[config.mk]
export PLATFORM = sky130hd
export DESIGN_NAME = poly_horner_pipe
export DESIGN_NICKNAME = d
export VERILOG_FILES = /design/src/rtl/poly_horner_pipe.sv
export SDC_FILE = /design/constraint.sdc
export NUM_CORES = 1
export LEC_CHECK = 0
export BUFFER_PORTS_ARGS = -buffer_cell sky130_fd_sc_hd__buf_2
export CAP_MARGIN = 20
export CELL_PAD_IN_SITES_DETAIL_PLACEMENT = 1
export CELL_PAD_IN_SITES_GLOBAL_PLACEMENT = 1
export CORE_MARGIN = 3
export CORE_UTILIZATION = 43
export DETAILED_ROUTE_END_ITERATION = 8
export GPL_ROUTABILITY_DRIVEN = 0
export PLACE_DENSITY_LB_ADDON = 0.1
export SLEW_MARGIN = 10
export SYNTH_ARGS = -nofsm -noshare
export SYNTH_HDL_FRONTEND = slang
export SYNTH_SLANG_ARGS = --single-unit
[constraint.sdc]
create_clock -name clk -period 5.2 [get_ports clk]
set_input_delay 0.78 -clock clk [delete_from_list [all_inputs] [get_ports clk]]
set_output_delay 0.78 -clock clk [all_outputs]
set_load 0.02 [all_outputs]
[src/rtl/poly_horner_pipe.sv]
// Horner-rule polynomial pipeline: one multiply-add stage per degree, valid/ready on both ends.
// Define POLY_HORNER_SAT_EN to clamp each stage instead of wrapping and to report out_sat.
module poly_horner_pipe #(
   parameter int DATA_W = 8,
   parameter int OUT_W  = 16,
   parameter int DEGREE = 3
) (
   input  logic                            clk,
   input  logic                            rst_n,
   input  logic                            in_valid,
   output logic                            in_ready,
   input  logic [DATA_W-1:0]               x_in,
   output logic                            out_valid,
   input  logic                            out_ready,
   output logic [OUT_W-1:0]                result_out,
   input  logic                            coef_wr,
   input  logic [$clog2(DEGREE+1)-1:0]     coef_idx,
   input  logic [DATA_W-1:0]               coef_data,
   output logic                            busy,
   output logic                            coef_err,
   output logic                            out_sat
);

   localparam int FW = OUT_W + DATA_W;

   logic [DATA_W-1:0] coef_q [DEGREE+1];
   logic [DATA_W-1:0] coef_d [DEGREE+1];
   logic [OUT_W-1:0]  acc_q  [DEGREE];
   logic [OUT_W-1:0]  acc_d  [DEGREE];
   logic [DATA_W-1:0] x_q    [DEGREE];
   logic [DATA_W-1:0] x_d    [DEGREE];
   logic [DEGREE-1:0] vld_q, vld_d;
   logic [DEGREE-1:0] sat_q, sat_d;
   logic              coef_err_q, coef_err_d;
   logic              advance, idx_bad, coef_ok;
   logic [OUT_W:0]    red;

   // Returns {saturated, reduced value}.
   function automatic logic [OUT_W:0] reduce(input logic [FW-1:0] f);
`ifdef POLY_HORNER_SAT_EN
      if (|f[FW-1:OUT_W]) return {1'b1, {OUT_W{1'b1}}};
`endif
      return {1'b0, f[OUT_W-1:0]};
   endfunction

   assign advance    = !vld_q[DEGREE-1] || out_ready;
   assign in_ready   = advance && !coef_wr;
   assign busy       = |vld_q;
   assign out_valid  = vld_q[DEGREE-1];
   assign result_out = acc_q[DEGREE-1];
   assign out_sat    = sat_q[DEGREE-1];
   assign coef_err   = coef_err_q;

   always_comb begin
      idx_bad    = int'(coef_idx) > DEGREE;
      coef_ok    = coef_wr && !busy && !idx_bad;
      coef_err_d = coef_wr && (busy || idx_bad);
      coef_d     = coef_q;
      for (int k = 0; k <= DEGREE; k++) begin
         if (coef_ok && int'(coef_idx) == k) coef_d[k] = coef_data;
      end
      vld_d = vld_q;
      acc_d = acc_q;
      x_d   = x_q;
      sat_d = sat_q;
      red   = '0;
      if (advance) begin
         red = reduce(FW'(coef_q[DEGREE]) * FW'(x_in)
                      + FW'(coef_q[DEGREE-1]));
         vld_d[0] = in_valid && in_ready;
         x_d[0]   = x_in;
         acc_d[0] = red[OUT_W-1:0];
         sat_d[0] = red[OUT_W];
         for (int k = 1; k < DEGREE; k++) begin
            red = reduce(FW'(acc_q[k-1]) * FW'(x_q[k-1])
                         + FW'(coef_q[DEGREE-1-k]));
            vld_d[k] = vld_q[k-1];
            x_d[k]   = x_q[k-1];
            acc_d[k] = red[OUT_W-1:0];
            sat_d[k] = sat_q[k-1] | red[OUT_W];
         end
      end
   end

   always_ff @(posedge clk or negedge rst_n) begin
      if (!rst_n) begin
         coef_q     <= '{default: '0};
         acc_q      <= '{default: '0};
         x_q        <= '{default: '0};
         vld_q      <= '0;
         sat_q      <= '0;
         coef_err_q <= 1'b0;
      end else begin
         coef_q     <= coef_d;
         acc_q      <= acc_d;
         x_q        <= x_d;
         vld_q      <= vld_d;
         sat_q      <= sat_d;
         coef_err_q <= coef_err_d;
      end
   end

endmodule

==> metrics.txt <==
status completed; Worst slew margin 0.3971; Setup crit end kind flop; core box area 28,010 sq um; cell area after synthesis 12,310 sq um; Antenna Cells 0; DPL Wire Length 22,580 microns; RSZ-0062 raised after global routing no; Initial DRT Pass Iterations 4; CP most frequent cell fa_1; Reg clk slew, reported paths about 0.080 ns; Post-CTS Hold Fix Bufs 0; vias in the first global route 9,711; Most used DFF post-synth dfrtp_1; fin. max-slew vios 0; total global routing overflow 0; Post-CTS Setup Bufs 0; Worst-Margin Slew 0.9044 ns; Layout area overhead 7.033%; CP max stage cell dfrtp_1; Post-synth EDFFs 0; clk_skew 0.01485 ns; Setup-failing EPs final 0; worst min-delay path class reg -> reg; critical path data required time 5.40 ns; CP Buf/Inv Count 4; cts repair resizes 0; top cell family by delay on the critical path adder cells; fraction of registers with async set/reset 1.000; pin count of the biggest net entering global routing 70; CP Max Fanout 15; Max stage delay on crit path 0.66 ns; clock sink count 100; Final Hold Viols 0; fin crit period ~4.8 ns; First DRT Iteration DRCs 192; number of max-cap violations 0; DRC 0; setup ws final approximately 0.44 ns; die footprint slightly above 30,000 sq um; TritonCTS clock tree built; synth warn 0; wire per inst 15.44 microns; Finished Core Util 0.4704; Cells after Synth approximately 1,400; I/O Buffers 42; WL final 27,320 microns; Max Root-Sink Buffers 2; final setup TNS 0 ns; crit path launch type flop; Peak Freq 209.9 MHz; CTS buffer count 9; Die H 175.2 microns; Post-DRT Antenna Nets 0; initial antenna violation count 0; level count of the clock H-tree 3; Synthesized Nets 1,668; fillers 3,293; Die Width around 180 microns; Initial Util 0.4395; nets approximately 1,700; I/O pin cnt 44; cell area after placement 12,880 sq um; Setup Slack @ Placement 0.3610 ns; first-pass GRT wire length 47,790 microns; Rows 61; commonest non-fill, non-tap cell in the layout inv_1; Via-to-Cell Ratio slightly below 5; Unique masters post-synth 38; Via Count 8,565; Tcrit/Tclk final 0.9160; Final Cell Area roughly 13,000 sq um; total track usage 0.1904; synthesis-stage register bit count 100; sequential share of the synthesized area 0.2033; commonest cells after routing, fill and taps aside inv_1, nand2_1, fa_1; critical path arrival 4.97 ns; fraction of layout instances using a drive strength above 1 0.07543; CTS root buf clkbuf_16; CP cell instances nand2_1 -> fa_1 -> fa_1 -> inv_1 -> fa_1 -> inv_1 -> fa_1 -> inv_1 -> ha_1 -> o21ai_0 -> a21oi_1 -> o41ai_1 -> buf_4 -> a31oi_1 -> nor2_1 -> xnor2_1 -> o21ai_0; syn_area_per_cell 9.006 sq um; critical path type reg -> reg; Skew-Pair Late Insertion Delay 0.36 ns
==> cells by family after synthesis <==
group	Yosys count	share of synthesized area
AND/OR/NAND/NOR	467	0.1860
multiplexers	27	0.02449
AO/OA/AOI/OAI	105	0.04909
flip-flops	100	0.2033
adder cells (fa/ha/maj)	278	0.3911
XOR/XNOR	54	0.03842
buffers and inverters	335	0.1073
other	1	0.0003046
==> worst paths after layout <==
check | start | endpoint | slack (ns) | cells after the start
hold / removal | result_out[2]$_DFFE_PN0N_ | result_out[2]$_DFFE_PN0N_ | 0.47 | 2
setup / recovery | x_q[10]$_DFFE_PN0N_ | result_out[15]$_DFFE_PN0N_ | 0.44 | 17
max in group asynchronous | rst_n | x_q[16]$_DFFE_PN0N_ | 3.69 | 2
setup reg to reg | x_q[10]$_DFFE_PN0N_ | result_out[15]$_DFFE_PN0N_ | 0.44 | 17
min in group asynchronous | rst_n | result_out[3]$_DFFE_PN0N_ | 0.54 | 1
hold reg to reg | result_out[2]$_DFFE_PN0N_ | result_out[2]$_DFFE_PN0N_ | 0.47 | 2
==> synthesized netlist by cell type (11+ instances only) <==
cell type / count / area (sq um)
xnor2_1: 32 / 280.3
nor3_1: 11 / 55.05
fa_1: 178 / 3563
inv_1: 285 / 1070
dfrtp_1: 100 / 2502
nand2_1: 212 / 795.8
o21ai_0: 39 / 195.2
nand2b_1: 14 / 87.58
clkbuf_1: 32 / 120.1
mux2_2: 25 / 281.5
xor2_1: 22 / 192.7
ha_1: 100 / 1251
nor2_1: 38 / 142.6
a21oi_1: 35 / 175.2
and2_1: 175 / 1095
buf_4: 17 / 127.6
==> layout make-up <==
type / count / area, sq um / share of cell area
Clock buffer: 10 / 239.0 / 0.01814
Clock inverter: 6 / 55.05 / 0.004178
Inverter: 285 / 1070 / 0.08119
Multi-Input combinational cell: 932 / 8497 / 0.6449
Sequential cell: 100 / 2502 / 0.1899
Tap cell: 378 / 473.0 / 0.03589
Timing Repair Buffer: 59 / 340.3 / 0.02583
==> worst register-to-register path, cell delays in order (launching register included) <==
cell and delay [ns]:
dfrtp_1 0.66, nand2_1 0.15, fa_1 0.53, fa_1 0.54
inv_1 0.05, fa_1 0.47, inv_1 0.05, fa_1 0.48
inv_1 0.04, ha_1 0.31, o21ai_0 0.09, a21oi_1 0.08
o41ai_1 0.42, buf_4 0.21, a31oi_1 0.10, nor2_1 0.20
xnor2_1 0.14, o21ai_0 0.09
==> per-stage QoR <==
step	hold slack, ns	std cells
4_1_cts	0.4734	1770
5_1_grt	0.4978	1770
6_report	0.4674	1770
3_5_place_dp	0.4559	1754
2_1_floorplan	0.4400	1367
3_3_place_gp	0.4481	1754
==> registers in the layout (all words and copies together) (netlist names) <==
| name | flops |
|---|---|
| coef_q | 32 |
| result_out | 16 |
| vld_q | 3 |
| x_q | 16 |
| coef_err | 1 |
| acc_q | 32 |
==> metal layers <==
metal  vias to the layer above  routed length [microns]  track usage
li1                       4108                        -            -
met1                      4393                    12010       0.2379
met2                        42                    14740       0.3608
met3                        22                      222      0.01391
met4                         0                      347      0.03790
met5                         -                        0            0
Power is not shown: default switching activity piles up to over one toggle a cycle in this logic, so the estimate is an artifact.
